===== config.mk =====
export PLATFORM = sky130hd
export DESIGN_NAME = image_stream_receiver
export DESIGN_NICKNAME = d
export VERILOG_FILES = /design/src/rtl/image_stream_receiver.sv
export SDC_FILE = /design/constraint.sdc
export NUM_CORES = 1
export LEC_CHECK = 0
export ABC_AREA = 1
export BUFFER_PORTS_ARGS = -buffer_cell sky130_fd_sc_hd__buf_2
export CORE_UTILIZATION = 45
export CTS_CLUSTER_DIAMETER = 40
export DETAILED_ROUTE_END_ITERATION = 8
export PLACE_DENSITY_LB_ADDON = 0.1
export SYNTH_ARGS = -nofsm -noshare
export SYNTH_HDL_FRONTEND = slang
export SYNTH_SLANG_ARGS = --single-unit

===== constraint.sdc =====
create_clock -name clk -period 2.4 [get_ports clk]
set_input_delay 0.12 -clock clk [delete_from_list [all_inputs] [get_ports clk]]
set_output_delay 0.12 -clock clk [all_outputs]
set_load 0.05 [all_outputs]

===== src/rtl/image_stream_receiver.sv =====
// Image stream receiver: assembles a byte stream into double-buffered 16x16 binary images.
// Define IMAGE_RX_CHECKSUM_EN to append and verify an XOR checksum byte per frame.
module image_stream_receiver #(
    parameter int BYTES_PER_IMAGE = 32
) (
    input  logic                                     clk,
    input  logic                                     rst_n,
    input  logic                                     in_valid,
    input  logic [7:0]                               data_in,
    input  logic                                     sync,
    output logic [8*BYTES_PER_IMAGE-1:0]             image,
    output logic                                     image_valid,
    output logic [$clog2(BYTES_PER_IMAGE+1)-1:0]     byte_index,
    output logic [7:0]                               frame_count,
    output logic                                     rx_error
);

    localparam int IW = $clog2(BYTES_PER_IMAGE + 1);
    localparam int AW = 8 * BYTES_PER_IMAGE;
`ifdef IMAGE_RX_CHECKSUM_EN
    localparam int LAST = BYTES_PER_IMAGE;
`else
    localparam int LAST = BYTES_PER_IMAGE - 1;
`endif
    localparam logic [IW-1:0] LAST_IDX = IW'(LAST);

    logic [AW-1:0] r_acc;
    logic [AW-1:0] r_image;
    logic [IW-1:0] r_idx;
    logic [7:0]    r_fcnt;
    logic          r_valid;

    logic [AW-1:0] w_acc_wr;
    logic [AW-1:0] w_acc_nxt;
    logic [IW-1:0] w_idx_nxt;
    logic          w_last;
    logic          w_commit;

    // Accumulator with the incoming byte placed at the current position.
    always_comb begin
        w_acc_wr = r_acc;
        for (int i = 0; i < BYTES_PER_IMAGE; i++) begin
            if (r_idx == IW'(i)) begin
                w_acc_wr[8*i +: 8] = data_in;
            end
        end
    end

    // Sync outranks frame end, so a sync on the last byte never commits.
    assign w_last = in_valid && !sync && (r_idx == LAST_IDX);

`ifdef IMAGE_RX_CHECKSUM_EN
    logic [7:0] r_xor;
    logic [7:0] w_xor_nxt;
    logic       r_err;
    logic       w_sum_ok;

    assign w_sum_ok = (data_in == r_xor);
    assign w_commit = w_last && w_sum_ok;

    always_comb begin
        w_xor_nxt = r_xor;
        if (sync) begin
            w_xor_nxt = in_valid ? data_in : 8'h00;
        end else if (in_valid) begin
            w_xor_nxt = w_last ? 8'h00 : (r_xor ^ data_in);
        end
    end

    always_ff @(posedge clk or negedge rst_n) begin
        if (!rst_n) begin
            r_xor <= 8'h00;
            r_err <= 1'b0;
        end else begin
            r_xor <= w_xor_nxt;
            r_err <= w_last && !w_sum_ok;
        end
    end

    assign rx_error = r_err;
`else
    assign w_commit = w_last;
    assign rx_error = 1'b0;
`endif

    always_comb begin
        w_acc_nxt = r_acc;
        w_idx_nxt = r_idx;
        if (sync) begin
            w_acc_nxt = in_valid ? AW'(data_in) : '0;
            w_idx_nxt = in_valid ? IW'(1) : '0;
        end else if (in_valid) begin
            w_acc_nxt = w_acc_wr;
            w_idx_nxt = w_last ? '0 : (r_idx + IW'(1));
        end
    end

    always_ff @(posedge clk or negedge rst_n) begin
        if (!rst_n) begin
            r_acc   <= '0;
            r_idx   <= '0;
            r_image <= '0;
            r_fcnt  <= 8'h00;
            r_valid <= 1'b0;
        end else begin
            r_acc   <= w_acc_nxt;
            r_idx   <= w_idx_nxt;
            r_valid <= w_commit;
            if (w_commit) begin
                r_image <= w_acc_wr;
                r_fcnt  <= r_fcnt + 8'h01;
            end
        end
    end

    assign image       = r_image;
    assign image_valid = r_valid;
    assign byte_index  = r_idx;
    assign frame_count = r_fcnt;

endmodule


==> report_table.html <==
<table>
<tr><th>Metric</th><th>Value</th></tr>
<tr><th colspan="2">Critical path</th></tr>
<tr><td>Critical path's most frequent cell</td><td>nand3_1</td></tr>
<tr><td>Critical Path RT</td><td>2.95 ns</td></tr>
<tr><td>Sum of buffers and inverters on the critical path</td><td>2</td></tr>
<tr><td>Cell family contributing the most delay on the critical path</td><td>simple AND/OR/NAND/NOR gates</td></tr>
<tr><td>Startpoint class of the critical path</td><td>flip-flop</td></tr>
<tr><td>Worst stage delay on the critical path</td><td>0.45 ns</td></tr>
<tr><td>Kind of end point of the critical path</td><td>flip-flop</td></tr>
<tr><td>Endpoint arrival time on the critical path</td><td>2.77 ns</td></tr>
<tr><td>Critical-path maximum fanout</td><td>53</td></tr>
<tr><td>Crit Path Category</td><td>reg -&gt; reg</td></tr>
<tr><td>Ordered cell list for the critical path</td><td>ha_1, nand3_1, nor2_2, nand2_4, inv_8, buf_12, nand3_1, nand2_1</td></tr>
<tr><td>Slowest-stage cell, CP</td><td>dfrtp_1</td></tr>
<tr><th colspan="2">Logic synthesis</th></tr>
<tr><td>Yosys reg bits</td><td>519</td></tr>
<tr><td>Sequential area share after synthesis</td><td>54.3%</td></tr>
<tr><td>Most frequently used flop master after synthesis</td><td>dfrtp_1</td></tr>
<tr><td>Yosys top cell area share</td><td>54.3%</td></tr>
<tr><td>Gate count of the mapped netlist</td><td>3077</td></tr>
<tr><td>Cell type with the highest aggregate area in the netlist</td><td>dfrtp_1</td></tr>
<tr><td>Library cells used by synthesis</td><td>26</td></tr>
<tr><td>Fraction of registers with async set/reset</td><td>100%</td></tr>
<tr><td>Nets in the synthesized netlist</td><td>3094</td></tr>
<tr><td>Number of enable-type register cells in the synthesized netlist</td><td>0</td></tr>
<tr><td>Leading post-synthesis cells by instance count</td><td>1422 x nand2_1, 540 x nand3_1, 519 x dfrtp_1, 225 x inv_1, 100 x clkbuf_1</td></tr>
<tr><td>Leading post-synthesis cells by cell area</td><td>dfrtp_1 54%, nand2_1 22%, nand3_1 11%</td></tr>
<tr><td>Syn Std Cell Area</td><td>0.0239 mm2</td></tr>
<tr><td>Mean instance size in the synthesized netlist</td><td>7.77 um2</td></tr>
<tr><td>Count leader, synth</td><td>nand2_1</td></tr>
<tr><td>Synthesis warning total</td><td>0</td></tr>
<tr><th colspan="2">Drt</th></tr>
<tr><td>DRT iter0 DRCs</td><td>2033</td></tr>
<tr><td>Per-cell via count in the routed design</td><td>5.37</td></tr>
<tr><td>Routed wire per std cell</td><td>18.3 um</td></tr>
<tr><td>Number of nets with antenna violations after detailed routing</td><td>0</td></tr>
<tr><td>Total number of vias</td><td>22.0k</td></tr>
<tr><td>Number of detailed-routing iterations run before antenna repair</td><td>6</td></tr>
<tr><td>Number of design rule violations left after detail routing</td><td>0</td></tr>
<tr><td>Routed wire length</td><td>74.7 mm</td></tr>
<tr><th colspan="2">Clocking</th></tr>
<tr><td>Num Clock Sinks</td><td>519</td></tr>
<tr><td>Clock slew at reported path FFs</td><td>0.05 ns</td></tr>
<tr><td>Clock tree root buffer cell</td><td>clkbuf_16</td></tr>
<tr><td>TritonCTS clock tree</td><td>done</td></tr>
<tr><td># H-tree levels</td><td>3</td></tr>
<tr><td>Total clock buffers created by CTS</td><td>82</td></tr>
<tr><td>CTS max path bufs</td><td>3</td></tr>
<tr><td>Insertion delay to the later sink of the worst-skew pair</td><td>0.61 ns</td></tr>
<tr><th colspan="2">Layout</th></tr>
<tr><td>Filler-free cell count of the finished design</td><td>4091</td></tr>
<tr><td>Layout filler cell count</td><td>4809</td></tr>
<tr><td>End-of-flow core utilization</td><td>55.3%</td></tr>
<tr><td>Fraction of final layout cells with drive strength greater than 1</td><td>14.7%</td></tr>
<tr><td>Layout area overhead</td><td>21.4%</td></tr>
<tr><td>Reg area</td><td>0.0130 mm2</td></tr>
<tr><td>Multi-input combinational cell area</td><td>0.00934 mm2</td></tr>
<tr><td>Final Net Count</td><td>3356</td></tr>
<tr><th colspan="2">Timing</th></tr>
<tr><td>Final slew viol count</td><td>0</td></tr>
<tr><td>Final count of hold timing violations</td><td>0</td></tr>
<tr><td>Final clock period utilization by the worst path</td><td>92.7%</td></tr>
<tr><td>Maximum clock frequency</td><td>449 MHz</td></tr>
<tr><td>Tightest Pin Transition</td><td>0.813 ns</td></tr>
<tr><td>Post-Route Hold Slack</td><td>0.116 ns</td></tr>
<tr><td>Total of endpoints with negative setup slack in the final report</td><td>0</td></tr>
<tr><td>TNS Setup</td><td>0 ns</td></tr>
<tr><td>Time the final worst path needs with I/O delays and setup</td><td>2.23 ns</td></tr>
<tr><td>RSZ-0062 raised after global routing</td><td>no</td></tr>
<tr><td>Worst Skew</td><td>0.0123 ns</td></tr>
<tr><td>Remaining max-slew budget at the tightest pin</td><td>45.8%</td></tr>
<tr><th colspan="2">Floorplanning</th></tr>
<tr><td>Number of placed I/O pins</td><td>284</td></tr>
<tr><td># rows</td><td>84</td></tr>
<tr><td>Starting density of the core</td><td>45.5%</td></tr>
<tr><td>Y dimension of the die</td><td>233 um</td></tr>
<tr><td>Floorplan Core Area</td><td>0.0526 mm2</td></tr>
<tr><td>Full die area</td><td>0.0541 mm2</td></tr>
<tr><td>Die width</td><td>233 um</td></tr>
<tr><th colspan="2">Power</th></tr>
<tr><td>Pwr/cell area</td><td>734 mW/mm2</td></tr>
<tr><td>Total Power Consumption</td><td>21300 uW</td></tr>
<tr><td>Worst supply voltage drop on vdd</td><td>0.523 mV</td></tr>
<tr><td>Leakage power total</td><td>0.0167 uW</td></tr>
<tr><th colspan="2">Global route</th></tr>
<tr><td>Via count of the first global-routing pass</td><td>20.6k</td></tr>
<tr><td>Aggregate global routing overflow</td><td>0</td></tr>
<tr><td>Wire length of the first global-routing pass</td><td>117 mm</td></tr>
<tr><td>Tot GR Track Use</td><td>27.8%</td></tr>
<tr><td>Initial antenna violation count</td><td>0</td></tr>
<tr><td>Largest net degree at the start of global routing</td><td>166</td></tr>
<tr><th colspan="2">Place</th></tr>
<tr><td>Gpl congestion</td><td>0.822</td></tr>
<tr><td>Number of placed cells counting well taps</td><td>3931</td></tr>
<tr><td>Final HPWL from detailed placement</td><td>45.4 mm</td></tr>
<tr><td>Port Buffers</td><td>282</td></tr>
<tr><th colspan="2">Status</th></tr>
<tr><td>Result of the run</td><td>completed</td></tr>
<tr><th colspan="2">Flow run</th></tr>
<tr><td>Max-capacitance violation count</td><td>0</td></tr>
<tr><th colspan="2">Min path</th></tr>
<tr><td>Worst hold path class</td><td>in -&gt; async</td></tr>
</table>
worst register-to-register path, stage by stage, from the launching register on:
cell     delay, ns
dfrtp_1       0.45
ha_1          0.34
nand3_1       0.17
nor2_2        0.17
nand2_4       0.11
inv_8         0.29
buf_12        0.36
nand3_1       0.19
nand2_1       0.09
cells by family (layout without fill, tap and decap cells):
kind of cell	Yosys count	in the layout	synth area share [%]
buf+inv	404	729	6.79
simple gates	2073	2073	36.3
xor+xnor	4	4	0.147
flops	519	519	54.3
other cells	1	2	0.0157
fa+ha+maj	5	5	0.262
compound gates	71	71	2.14
sequential cells by signal, summed over array words and instances (netlist names):
name	cells
image	256
r_acc	248
byte_index	6
frame_count	8
image_valid	1
routing by layer:
metal  routed length (um)  share of wire, %  vias up  track usage [%]
met5                    0                 0        -                0
met4                 2260               3.0        0             10.5
met3                 5300               7.1      137             4.31
met2                34200                46      842             42.1
met1                33000                44    10665             40.0
li1                     -                 -    10317                -
where the power goes:
group	total (uW)	internal, uW	switching [uW]
Clock	11500	7090	4390
Combinational	991	200	792
Sequential	8850	8820	29.8
Total	21300	16100	5210
layout make-up:
type                            instances  share of cell area, %
Inverter                              229                   2.99
Tap cell                              688                   2.96
Sequential cell                       519                   44.7
Multi-Input combinational cell       2154                   32.2
Timing Repair Buffer                  353                   7.95
Clock buffer                          106                   7.73
Clock inverter                         41                   1.45
Antenna cell                            1                0.00862
layout by cell type (no fill, tap or decap), types with 28 or more instances in the layout:
cell type  count
nand2_1     1420
nand3_1      540
dfrtp_1      519
buf_2        281
inv_1        217
clkbuf_16     84
nand4_1       64
o21bai_1      57
buf_4         33
nor2_1        28
metrics by stage:
step	setup slack (ns)	cell area (um2)
finish	0.175	29000
global route	0.00264	29000
CTS	0.107	29000
detailed placement	0.123	26200
global placement	0.217	26200
floorplan	0.385	23900
final timing paths:
| kind | startpoint | to | slack [ns] | cells after the start |
|---|---|---|---|---|
| worst max-delay path | byte_index[1]$_DFFE_PN0P_ | image[135]$_DFFE_PN0P_ | 0.17 | 8 |
| worst min-delay path | rst_n | image_valid$_DFF_PN0_ | 0.12 | 2 |
| worst max register to register | byte_index[1]$_DFFE_PN0P_ | image[135]$_DFFE_PN0P_ | 0.17 | 8 |
| worst min register to register | image[22]$_DFFE_PN0P_ | image[22]$_DFFE_PN0P_ | 0.47 | 2 |
| max in group asynchronous | rst_n | image[202]$_DFFE_PN0P_ | 1.32 | 3 |
| min in group clk | data_in[7] | image[255]$_DFFE_PN0P_ | 0.26 | 4 |
timing repair:
item | 4_1_cts | 5_1_grt
hold endpoints to repair | 71 | 0
endpoints found under the setup margin | 0 | 10
hold buffers | 12 | 0
gates resized for setup | 0 | 3
buffers inserted | 0 | 0
No activity file was read; power rests on OpenSTA's default activity.
